File: src/rtl/md_scheduler_if.sv
// Decode, writeback and mul/div unit signals seen by the mul/div scheduler.
// master = pipeline/unit side, slave = scheduler.
interface md_scheduler_if;
  logic        dec_valid;
  logic        dec_is_md;
  logic        dec_is_div;
  logic [4:0]  dec_rs1;
  logic [4:0]  dec_rs2;
  logic [4:0]  dec_rd;
  logic        dec_uses_rs1;
  logic        dec_uses_rs2;
  logic        dec_writes_rd;
  logic        wb_pipe_we;
  logic        md_result_ready;
  logic [31:0] md_result;
  logic        md_exception;
  logic        stall_decode;
  logic        md_start;
  logic        md_op;
  logic        md_busy;
  logic        rf_we_md;
  logic [4:0]  rf_rd_md;
  logic [31:0] rf_wd_md;

  modport master (
    output dec_valid, dec_is_md, dec_is_div,
    output dec_rs1, dec_rs2, dec_rd,
    output dec_uses_rs1, dec_uses_rs2, dec_writes_rd,
    output wb_pipe_we,
    output md_result_ready, md_result, md_exception,
    input  stall_decode, md_start, md_op, md_busy,
    input  rf_we_md, rf_rd_md, rf_wd_md
  );

  modport slave (
    input  dec_valid, dec_is_md, dec_is_div,
    input  dec_rs1, dec_rs2, dec_rd,
    input  dec_uses_rs1, dec_uses_rs2, dec_writes_rd,
    input  wb_pipe_we,
    input  md_result_ready, md_result, md_exception,
    output stall_decode, md_start, md_op, md_busy,
    output rf_we_md, rf_rd_md, rf_wd_md
  );
endinterface

File: src/rtl/md_scheduler.sv
// Mul/div sequencing and interlock controller: issue, watchdog,
// pending-rd hazards and register-file write port arbitration.
module md_scheduler #(
  parameter int MAX_CYCLES   = 40,
  parameter int MUL_EXC_CODE = 1,
  parameter int DIV_EXC_CODE = 2,
  parameter int TIMEOUT_CODE = 3
) (
  input  logic           clock,
  input  logic           reset,
  md_scheduler_if.slave  bus
);
  localparam int CW = $clog2(MAX_CYCLES + 1);
  localparam logic [4:0] EXC_RD = 5'd30;

  typedef enum logic [1:0] {IDLE, BUSY, HOLD} state_t;

  state_t        state, state_nx;
  logic [CW-1:0] count;
  logic [4:0]    pend_rd, hold_rd;
  logic [31:0]   hold_wd;
  logic          op_q, start_q;
  logic          busy, timeout, done, accept, active, we;
  logic [4:0]    fin_rd, wr_rd;
  logic [31:0]   fin_wd, wr_wd;

  function automatic logic hit(input logic [4:0] r,
                               input logic [4:0] p);
    return (r != 5'd0) && ((r == p) || (r == EXC_RD));
  endfunction

  always_comb begin
    busy    = (state != IDLE);
    timeout = (state == BUSY) && !bus.md_result_ready
              && (count == CW'(MAX_CYCLES - 1));
    done    = (state == BUSY)
              && (bus.md_result_ready || timeout);
    fin_rd  = pend_rd;
    fin_wd  = bus.md_result;
    if (timeout) begin
      fin_rd = EXC_RD;
      fin_wd = 32'(TIMEOUT_CODE);
    end else if (bus.md_exception) begin
      fin_rd = EXC_RD;
      fin_wd = op_q ? 32'(DIV_EXC_CODE) : 32'(MUL_EXC_CODE);
    end
    active = 1'b0;
    wr_rd  = 5'd0;
    wr_wd  = 32'd0;
    if (!bus.wb_pipe_we && done) begin
      active = 1'b1;
      wr_rd  = fin_rd;
      wr_wd  = fin_wd;
    end else if (!bus.wb_pipe_we && state == HOLD) begin
      active = 1'b1;
      wr_rd  = hold_rd;
      wr_wd  = hold_wd;
    end
    // a result aimed at x0 is consumed without touching the port
    we = active && (wr_rd != 5'd0);
  end

  assign bus.rf_we_md = we;
  assign bus.rf_rd_md = we ? wr_rd : 5'd0;
  assign bus.rf_wd_md = we ? wr_wd : 32'd0;
  assign bus.md_start = start_q;
  assign bus.md_op    = op_q;
  assign bus.md_busy  = busy;

  assign bus.stall_decode = bus.dec_valid && busy && (
    (bus.dec_uses_rs1 && hit(bus.dec_rs1, pend_rd)) ||
    (bus.dec_uses_rs2 && hit(bus.dec_rs2, pend_rd)) ||
    (bus.dec_writes_rd && hit(bus.dec_rd, pend_rd)) ||
    bus.dec_is_md ||
    (bus.dec_writes_rd && we));

  assign accept = (state == IDLE) && bus.dec_valid
                  && bus.dec_is_md && !bus.stall_decode;

  always_comb begin
    state_nx = state;
    unique case (state)
      IDLE: if (accept) state_nx = BUSY;
      BUSY: if (done) state_nx = bus.wb_pipe_we ? HOLD : IDLE;
      HOLD: if (!bus.wb_pipe_we) state_nx = IDLE;
      default: state_nx = IDLE;
    endcase
  end

  always_ff @(posedge clock) begin
    if (reset) begin
      state   <= IDLE;
      count   <= '0;
      pend_rd <= 5'd0;
      hold_rd <= 5'd0;
      hold_wd <= 32'd0;
      op_q    <= 1'b0;
      start_q <= 1'b0;
    end else begin
      state   <= state_nx;
      start_q <= accept;
      if (accept) begin
        pend_rd <= bus.dec_rd;
        op_q    <= bus.dec_is_div;
        count   <= '0;
      end else if (state == BUSY && !done) begin
        count <= count + 1'b1;
      end
      if (done && bus.wb_pipe_we) begin
        hold_rd <= fin_rd;
        hold_wd <= fin_wd;
      end
    end
  end
endmodule

File: src/flat_wrapper.sv
// flat-port wrapper written by rule: the top's interface ports become plain ports
module md_scheduler_flat 
#(
  parameter int MAX_CYCLES   = 40,
  parameter int MUL_EXC_CODE = 1,
  parameter int DIV_EXC_CODE = 2,
  parameter int TIMEOUT_CODE = 3
)
  (clock, reset, bus_dec_valid, bus_dec_is_md, bus_dec_is_div, bus_dec_rs1, bus_dec_rs2, bus_dec_rd, bus_dec_uses_rs1, bus_dec_uses_rs2, bus_dec_writes_rd, bus_wb_pipe_we, bus_md_result_ready, bus_md_result, bus_md_exception, bus_stall_decode, bus_md_start, bus_md_op, bus_md_busy, bus_rf_we_md, bus_rf_rd_md, bus_rf_wd_md);
  md_scheduler_if bus_i ();
  input  logic clock;
  input  logic reset;
  input wire logic [$bits(bus_i.dec_valid)-1:0] bus_dec_valid;
  input wire logic [$bits(bus_i.dec_is_md)-1:0] bus_dec_is_md;
  input wire logic [$bits(bus_i.dec_is_div)-1:0] bus_dec_is_div;
  input wire logic [$bits(bus_i.dec_rs1)-1:0] bus_dec_rs1;
  input wire logic [$bits(bus_i.dec_rs2)-1:0] bus_dec_rs2;
  input wire logic [$bits(bus_i.dec_rd)-1:0] bus_dec_rd;
  input wire logic [$bits(bus_i.dec_uses_rs1)-1:0] bus_dec_uses_rs1;
  input wire logic [$bits(bus_i.dec_uses_rs2)-1:0] bus_dec_uses_rs2;
  input wire logic [$bits(bus_i.dec_writes_rd)-1:0] bus_dec_writes_rd;
  input wire logic [$bits(bus_i.wb_pipe_we)-1:0] bus_wb_pipe_we;
  input wire logic [$bits(bus_i.md_result_ready)-1:0] bus_md_result_ready;
  input wire logic [$bits(bus_i.md_result)-1:0] bus_md_result;
  input wire logic [$bits(bus_i.md_exception)-1:0] bus_md_exception;
  output wire logic [$bits(bus_i.stall_decode)-1:0] bus_stall_decode;
  output wire logic [$bits(bus_i.md_start)-1:0] bus_md_start;
  output wire logic [$bits(bus_i.md_op)-1:0] bus_md_op;
  output wire logic [$bits(bus_i.md_busy)-1:0] bus_md_busy;
  output wire logic [$bits(bus_i.rf_we_md)-1:0] bus_rf_we_md;
  output wire logic [$bits(bus_i.rf_rd_md)-1:0] bus_rf_rd_md;
  output wire logic [$bits(bus_i.rf_wd_md)-1:0] bus_rf_wd_md;
  assign bus_i.dec_valid = bus_dec_valid;
  assign bus_i.dec_is_md = bus_dec_is_md;
  assign bus_i.dec_is_div = bus_dec_is_div;
  assign bus_i.dec_rs1 = bus_dec_rs1;
  assign bus_i.dec_rs2 = bus_dec_rs2;
  assign bus_i.dec_rd = bus_dec_rd;
  assign bus_i.dec_uses_rs1 = bus_dec_uses_rs1;
  assign bus_i.dec_uses_rs2 = bus_dec_uses_rs2;
  assign bus_i.dec_writes_rd = bus_dec_writes_rd;
  assign bus_i.wb_pipe_we = bus_wb_pipe_we;
  assign bus_i.md_result_ready = bus_md_result_ready;
  assign bus_i.md_result = bus_md_result;
  assign bus_i.md_exception = bus_md_exception;
  assign bus_stall_decode = bus_i.stall_decode;
  assign bus_md_start = bus_i.md_start;
  assign bus_md_op = bus_i.md_op;
  assign bus_md_busy = bus_i.md_busy;
  assign bus_rf_we_md = bus_i.rf_we_md;
  assign bus_rf_rd_md = bus_i.rf_rd_md;
  assign bus_rf_wd_md = bus_i.rf_wd_md;
  md_scheduler #(.MAX_CYCLES(MAX_CYCLES), .MUL_EXC_CODE(MUL_EXC_CODE), .DIV_EXC_CODE(DIV_EXC_CODE), .TIMEOUT_CODE(TIMEOUT_CODE)) u_core (.clock(clock), .reset(reset), .bus(bus_i));
endmodule
File: config.mk
export PLATFORM = sky130hd
export DESIGN_NAME = md_scheduler_flat
export DESIGN_NICKNAME = d
export VERILOG_FILES = /design/src/rtl/md_scheduler_if.sv /design/src/rtl/md_scheduler.sv /design/src/flat_wrapper.sv
export SDC_FILE = /design/constraint.sdc
export NUM_CORES = 1
export LEC_CHECK = 0
export BUFFER_PORTS_ARGS = -buffer_cell sky130_fd_sc_hd__buf_2
export CAP_MARGIN = 20
export CORE_MARGIN = 2
export CORE_UTILIZATION = 51
export DETAILED_ROUTE_END_ITERATION = 10
export PLACE_DENSITY = 0.81
export SLEW_MARGIN = 20
export SYNTH_ARGS = -nofsm -noshare
export SYNTH_HDL_FRONTEND = slang
export SYNTH_SLANG_ARGS = --single-unit
File: constraint.sdc
create_clock -name clock -period 2.09 [get_ports clock]
set_clock_uncertainty 0.05 [all_clocks]
set_input_delay 0.418 -clock clock [delete_from_list [all_inputs] [get_ports clock]]
set_output_delay 0.418 -clock clock [all_outputs]
set_load 0.05 [all_outputs]
==> results of run 1 <==
-- routing by layer --
| layer | track usage | up-vias | wire [µm] | share of wire |
|---|---|---|---|---|
| met5 | 0 | - | 0 | 0 |
| met4 | 0.181 | 0 | 1020 | 0.074 |
| met3 | 0.0719 | 129 | 1290 | 0.094 |
| met2 | 0.622 | 379 | 6500 | 0.47 |
| met1 | 0.406 | 1874 | 4890 | 0.36 |
| li1 | - | 1665 | - | - |
-- final cells by class --
type,count,area [µm²]
Clock inverter,3,21.3
Inverter,3,18.8
Multi-Input combinational cell,300,2270
Sequential cell,52,1050
Clock buffer,5,68.8
Timing Repair Buffer,172,1520
Fill cell,232,541
Tap cell,72,90.1
-- state kept, by name (all words and copies together), names as in the netlist --
| signal | flops |
|---|---|
| u_core.bus.md_op | 1 |
| u_core.hold_wd | 32 |
| u_core.bus.md_start | 1 |
| u_core.pend_rd | 5 |
| u_core.hold_rd | 5 |
| u_core.count | 6 |
| u_core.state | 2 |
-- metrics by stage --
step	total power (µW)	cell area, µm²	hold WS (ps)	setup slack, ps	util
2_1_floorplan	1240	3270	382	-191	-
6_report	2090	5030	316	-581	0.903
3_3_place_gp	1390	4090	388	-547	0.733
5_1_grt	2130	5030	314	-633	0.903
3_5_place_dp	1400	4090	394	-597	0.733
4_1_cts	2000	4850	319	-546	0.869
-- synthesized netlist by cell type, types with 2 or more instances --
master / instances
buf_4: 2
nor2_2: 9
nand2_1: 59
nand3_1: 34
xnor2_1: 5
o21ai_0: 8
a21oi_2: 3
nor2_1: 44
xor2_1: 16
a22oi_1: 32
and3_1: 2
inv_1: 2
clkbuf_1: 17
a311oi_1: 2
a211oi_1: 2
and4b_1: 4
or4_1: 4
nor3b_1: 3
buf_2: 11
a21oi_1: 41
dfxtp_1: 52
nor3_1: 4
buf_6: 4
nand4_1: 2
-- critical path, stage by stage, from the launching register on --
cell,delay (ps)
dfxtp_2,350
ha_4,160
and4b_2,240
buf_6,130
a21oi_4,190
buf_4,170
nor2b_4,40
buf_4,180
a22oi_2,210
nor2_4,70
buf_6,150
-- power breakdown --
group          internal (µW)  switching (µW)  leakage, µW  total (µW)
Sequential              1010            18.3     0.000423        1020
Combinational            187             266      0.00143         453
Clock                    239             372    0.0000445         611
-- cell families after synthesis --
kind of cell,after synthesis
simple gates,177
compound gates,99
flops,52
buf+inv,38
xor+xnor,21
mux,1
fa+ha+maj,1
-- cell usage in the layout (no fill, tap or decap), types with 2 or more instances in the layout --
cell type	synthesis	routed
nor4b_4	1	2
o21ai_0	8	6
xor2_1	16	16
nand4_1	2	2
nand2_4	0	4
a211oi_1	2	2
a311oi_1	2	2
or4_1	4	4
buf_12	0	8
nor2_1	44	20
and4b_1	4	3
buf_2	11	60
nor2b_4	0	2
inv_1	2	2
nand2_1	59	55
buf_8	0	4
nand3_1	34	33
nor3_1	4	4
a2bb2oi_2	1	2
a21oi_1	41	39
nor2_4	0	32
buf_16	0	3
buf_4	2	51
buf_6	4	45
dfxtp_4	0	2
a22oi_2	0	30
dfxtp_2	0	2
a21oi_2	3	2
xnor2_1	5	5
o21ai_2	0	2
and3_1	2	2
a22oi_1	32	2
a21oi_4	0	3
dfxtp_1	52	48
clkbuf_8	0	5
-- repair_timing --
action,4_1_cts,5_1_grt
pin swaps,5,12
gates cloned,4,1
resized for setup,133,26
buffers inserted,11,8
endpoints found under the setup margin,39,40
-- path summary, 6_finish.rpt --
| kind | from | end | slack, ps | cells past startpoint |
|---|---|---|---|---|
| worst max-delay path | u_core.count[1] | bus_rf_wd_md[18] | -580 | 10 |
| worst min-delay path | bus_md_result[24] | u_core.hold_wd[24] | 320 | 3 |
| worst max register to register | u_core.count[0] | u_core.hold_rd[4] | 10 | 8 |
| worst min register to register | u_core.hold_wd[24] | u_core.hold_wd[24] | 420 | 2 |
==> out/results.ini, run 1 <==
[cts]
clkTransAtPathRegs_ps=110
cts_tree=done
cts_buffer_depth=2
numCtsBuffers=5
hold_buffers=0
root_buffer=clkbuf_8
clock_sinks=52
clk_latency_ps=300
h-tree-depth=2

[timing]
setup_viol=39
timing.final.ws_setup_ps=-581
final_hold_viol_count=0
clock.fmax_mhz=374
period_needed_ps=2670
setup_tns_ps=-19240
fin_crit_sh=1.28
drv_slew=0
rsz0062_at_grt=true
max_slew_margin=0.670
tightest_slew_ps=495

[logic_synthesis]
synth_seq_cells=52
avgSynthCellArea_um2=7.62
synthCells=389
netlist_area_mm2=0.00296
synth_edf_count=0
synth-xor-area-share=0.0621
yosys.area.top_type_share=0.351
synth_compound_area_frac=0.220
synth.net_count=448
synthSimpleGateAreaFrac=0.294
synthMuxAreaShare=0.00338
yosys_warnings=0
yosysUniqueCellTypes=51
async_flop_share=0
yosys.area_share.adder=0.00422
synth_top_family_by_area=simple AND/OR/NAND/NOR gates
yosys-top-cells-area=dfxtp_1 35%, a22oi_1 8.1%, nand2_1 7.5%
yosysTopAreaCell=dfxtp_1
synth-main-ff-cell=dfxtp_1
yosysSeqAreaShare=0.351

[power]
power_leakage_uw=0.00189
powerDensity_mw_per_mm2=415
ir_drop_v=0.000537

[routing]
dr.pass1.iters=5
drt_iter0_markers=577
num_vias=4047
avgViaCountPerCell=6.67
wl_per_cell_um=22.6
drt_wl_total_um=13700
route.detailed.drc=0
ant_nets=0

[grt]
track_usage=0.355
grt_pass1_wl_um=17900
grt_pass1_vias=3762
antenna_found_initial=0
grt_max_degree=41
gr-total-overflow=0

[setup_path]
startpoint_type=flip-flop
crit_fanout=8
crit_required_ps=1620
crit_arrival_ps=2200
endpoint_kind=primary output
path_class=reg2out

[cells_and_area]
drive_above_1_share=0.512
diodes=0
syn2layout_area_growth_pct=69.8
nets=593
instances_no_fill=607

[placement]
portBuffers=99
dp_hpwl_um=6090
dp_cells=576
gp_congestion=0.862

[worst_hold_path]
holdCritPathClass=in2reg

[run_status]
violations=setup timing
status=complete, but fails checks

[floorplanning]
io_pins=100
start_util=0.532
num_rows=27
die_w_um=80.2
core_area_mm2=0.00557
die_area_mm2=0.00644
die_h_um=80.2

[job]
drv_cap=0

Note: power is estimated with default switching activity, not from simulation.
==> run 2, diff against run 1 <==
- SKIP_CTS_REPAIR_TIMING: unset -> 1
- TNS_END_PERCENT: unset -> 5
==> run 2 against run 1 <==
  * The flow still finishes with violations (setup timing)
  * Die area stayed put
  * Routed wire length decreased by 29%
  * Clock power up 18%
  * Hold slack worse by 21 ps
  * Sequential share of layout area is 2.1 points higher
  * First-iteration DRC count down 43%
  * Critical path depth fell by 4
  * Via count decreased by 14%
  * Critical path type unchanged
==> out/results.ini, run 2 (same netlist as run 1, synthesis figures left out) <==
[run_status]
status=complete, but fails checks
violations=setup timing

[worst_hold_path]
min_path_cells=3  ; unchanged
holdCritPathClass=in2reg

[timing]
rsz0062_at_grt=true
setup_viol=39  ; unchanged
fin_crit_sh=1.24  ; -0.0395
timing.final.ws_setup_ps=-498  ; +82.6 ps
clock.fmax_mhz=386  ; +3.2%
final_hold_viol_count=0  ; unchanged
period_needed_ps=2590  ; -82.6 ps
tightest_slew_ps=603  ; +108 ps
max_slew_margin=0.598  ; -0.0720
setup_tns_ps=-17500  ; +1750 ps
drv_slew=0  ; unchanged

[cts]
cts_buffer_depth=2  ; unchanged
cts_tree=done
numCtsBuffers=5  ; unchanged
clkTransAtPathRegs_ps=100  ; about the same
root_buffer=clkbuf_8
clk_latency_ps=310  ; about the same
clock_sinks=52  ; unchanged
h-tree-depth=2  ; unchanged

[setup_path]
crit_required_ps=1620  ; about the same
reg2reg_depth=8  ; unchanged
path_class=reg2out
crit_arrival_ps=2120  ; -80 ps
endpoint_kind=primary output
crit_fanout=12  ; +4
startpoint_type=flip-flop
rrSetupSlack_ps=110  ; +100 ps

[cells_and_area]
nFillCells=361  ; +56%
top_register=u_core.hold_wd
most-common-layout-cells=63 x buf_2, 58 x nand2_1, 54 x buf_4
largest_reg_flops=32  ; unchanged
syn2layout_area_growth_pct=53.9
layout_commonest_cell=buf_2
drive_above_1_share=0.426  ; -0.0863
nets=577  ; -2.7%
diodes=0  ; unchanged
reg.largest.list=u_core.hold_wd x32, u_core.count x6

[power]
power_uw=2120  ; +1.5%
power_leakage_uw=0.00174  ; -7.9%
powerDensity_mw_per_mm2=465  ; +12%
ir_drop_v=0.000395  ; -26%

[floorplanning]
num_rows=27  ; unchanged
die_w_um=80.2  ; unchanged
core_area_mm2=0.00557  ; unchanged
die_h_um=80.2  ; unchanged
die_area_mm2=0.00644  ; unchanged
start_util=0.532  ; unchanged
io_pins=100  ; unchanged

[job]
drv_cap=0  ; unchanged

[grt]
grt_pass1_wl_um=14100  ; -21%
grt_max_degree=35  ; -15%
track_usage=0.275  ; -0.0796
antenna_found_initial=0  ; unchanged
gr-total-overflow=0  ; unchanged
grt_pass1_vias=3158  ; -16%

[routing]
wl_per_cell_um=16.5  ; -27%
dr.pass1.iters=6  ; +1
avgViaCountPerCell=5.88  ; -12%
ant_nets=0  ; unchanged
drt_iter0_markers=331  ; -43%
num_vias=3474  ; -14%
drt_wl_total_um=9730  ; -29%
route.detailed.drc=0  ; unchanged

[placement]
gp_congestion=0.921  ; +6.8%
portBuffers=99  ; unchanged
dp_hpwl_um=6440  ; +5.8%

[run 2: changes by cell type in the layout (fill, tap and decap cells not counted), moves of 3 or more]
cell,previous run,this run
a22oi_1,2,31
a22oi_2,30,1
buf_6,45,27
buf_12,8,3
buf_8,4,8
dfxtp_2,2,6
buf_16,3,0
buf_2,60,63
buf_4,51,54
nand2_1,55,58
nand2_4,4,1
[run 2: area by class of cell]
| type | instances | area (µm²) | area share |
|---|---|---|---|
| multi-input cells | 299 | 2030 | 0.446 |
| repair buffers | 157 | 1250 | 0.275 |
| flip-flops and latches | 52 | 1050 | 0.230 |
| well taps | 72 | 90.1 | 0.0197 |
| clock buffers | 5 | 68.8 | 0.0151 |
| clock inverters | 3 | 46.3 | 0.0101 |
| inverters | 3 | 18.8 | 0.00411 |
[run 2: final timing paths]
kind | startpoint | end
min reg2reg | u_core.hold_wd[13] | u_core.hold_wd[13]
max | u_core.hold_rd[0] | bus_rf_wd_md[20]
min | bus_dec_is_div | u_core.bus.md_op
max reg2reg | u_core.count[1] | u_core.hold_wd[18]
[run 2: metal layers]
layer / up-vias / track usage / wire length (µm)
met1: 1646 / 0.330 / 3800
met3: 23 / 0.0449 / 627
met2: 173 / 0.498 / 5090
met4: 0 / 0.0881 / 206
met5: - / 0 / 0
li1: 1632 / - / -
[run 2: through the flow]
stage / hold WS, ps / setup slack [ps] / cell area (µm²) / utilization / std cells
CTS: 284 / -632 / 4180 / 0.750 / 588
global route: 305 / -557 / 4560 / 0.818 / 591
floorplan: 382 / -211 / 3200 / - / 389
finish: 295 / -498 / 4560 / 0.818 / 591
detailed placement: 395 / -385 / 4070 / 0.729 / 580
global placement: 389 / -327 / 4070 / 0.729 / 580
[run 2: where the power goes]
group / internal [µW] / switching (µW) / total [µW]
combinational: 160 / 219 / 379
clock: 363 / 356 / 719
sequential: 1010 / 14.1 / 1020
total: 1530 / 589 / 2120
[run 2: critical path, stage by stage, from the launching register on]
cell and delay (ps):
dfxtp_2 340, or4_4 540, a2bb2oi_2 140, o2111a_4 340
buf_12 220, nor2_4 60, buf_6 160
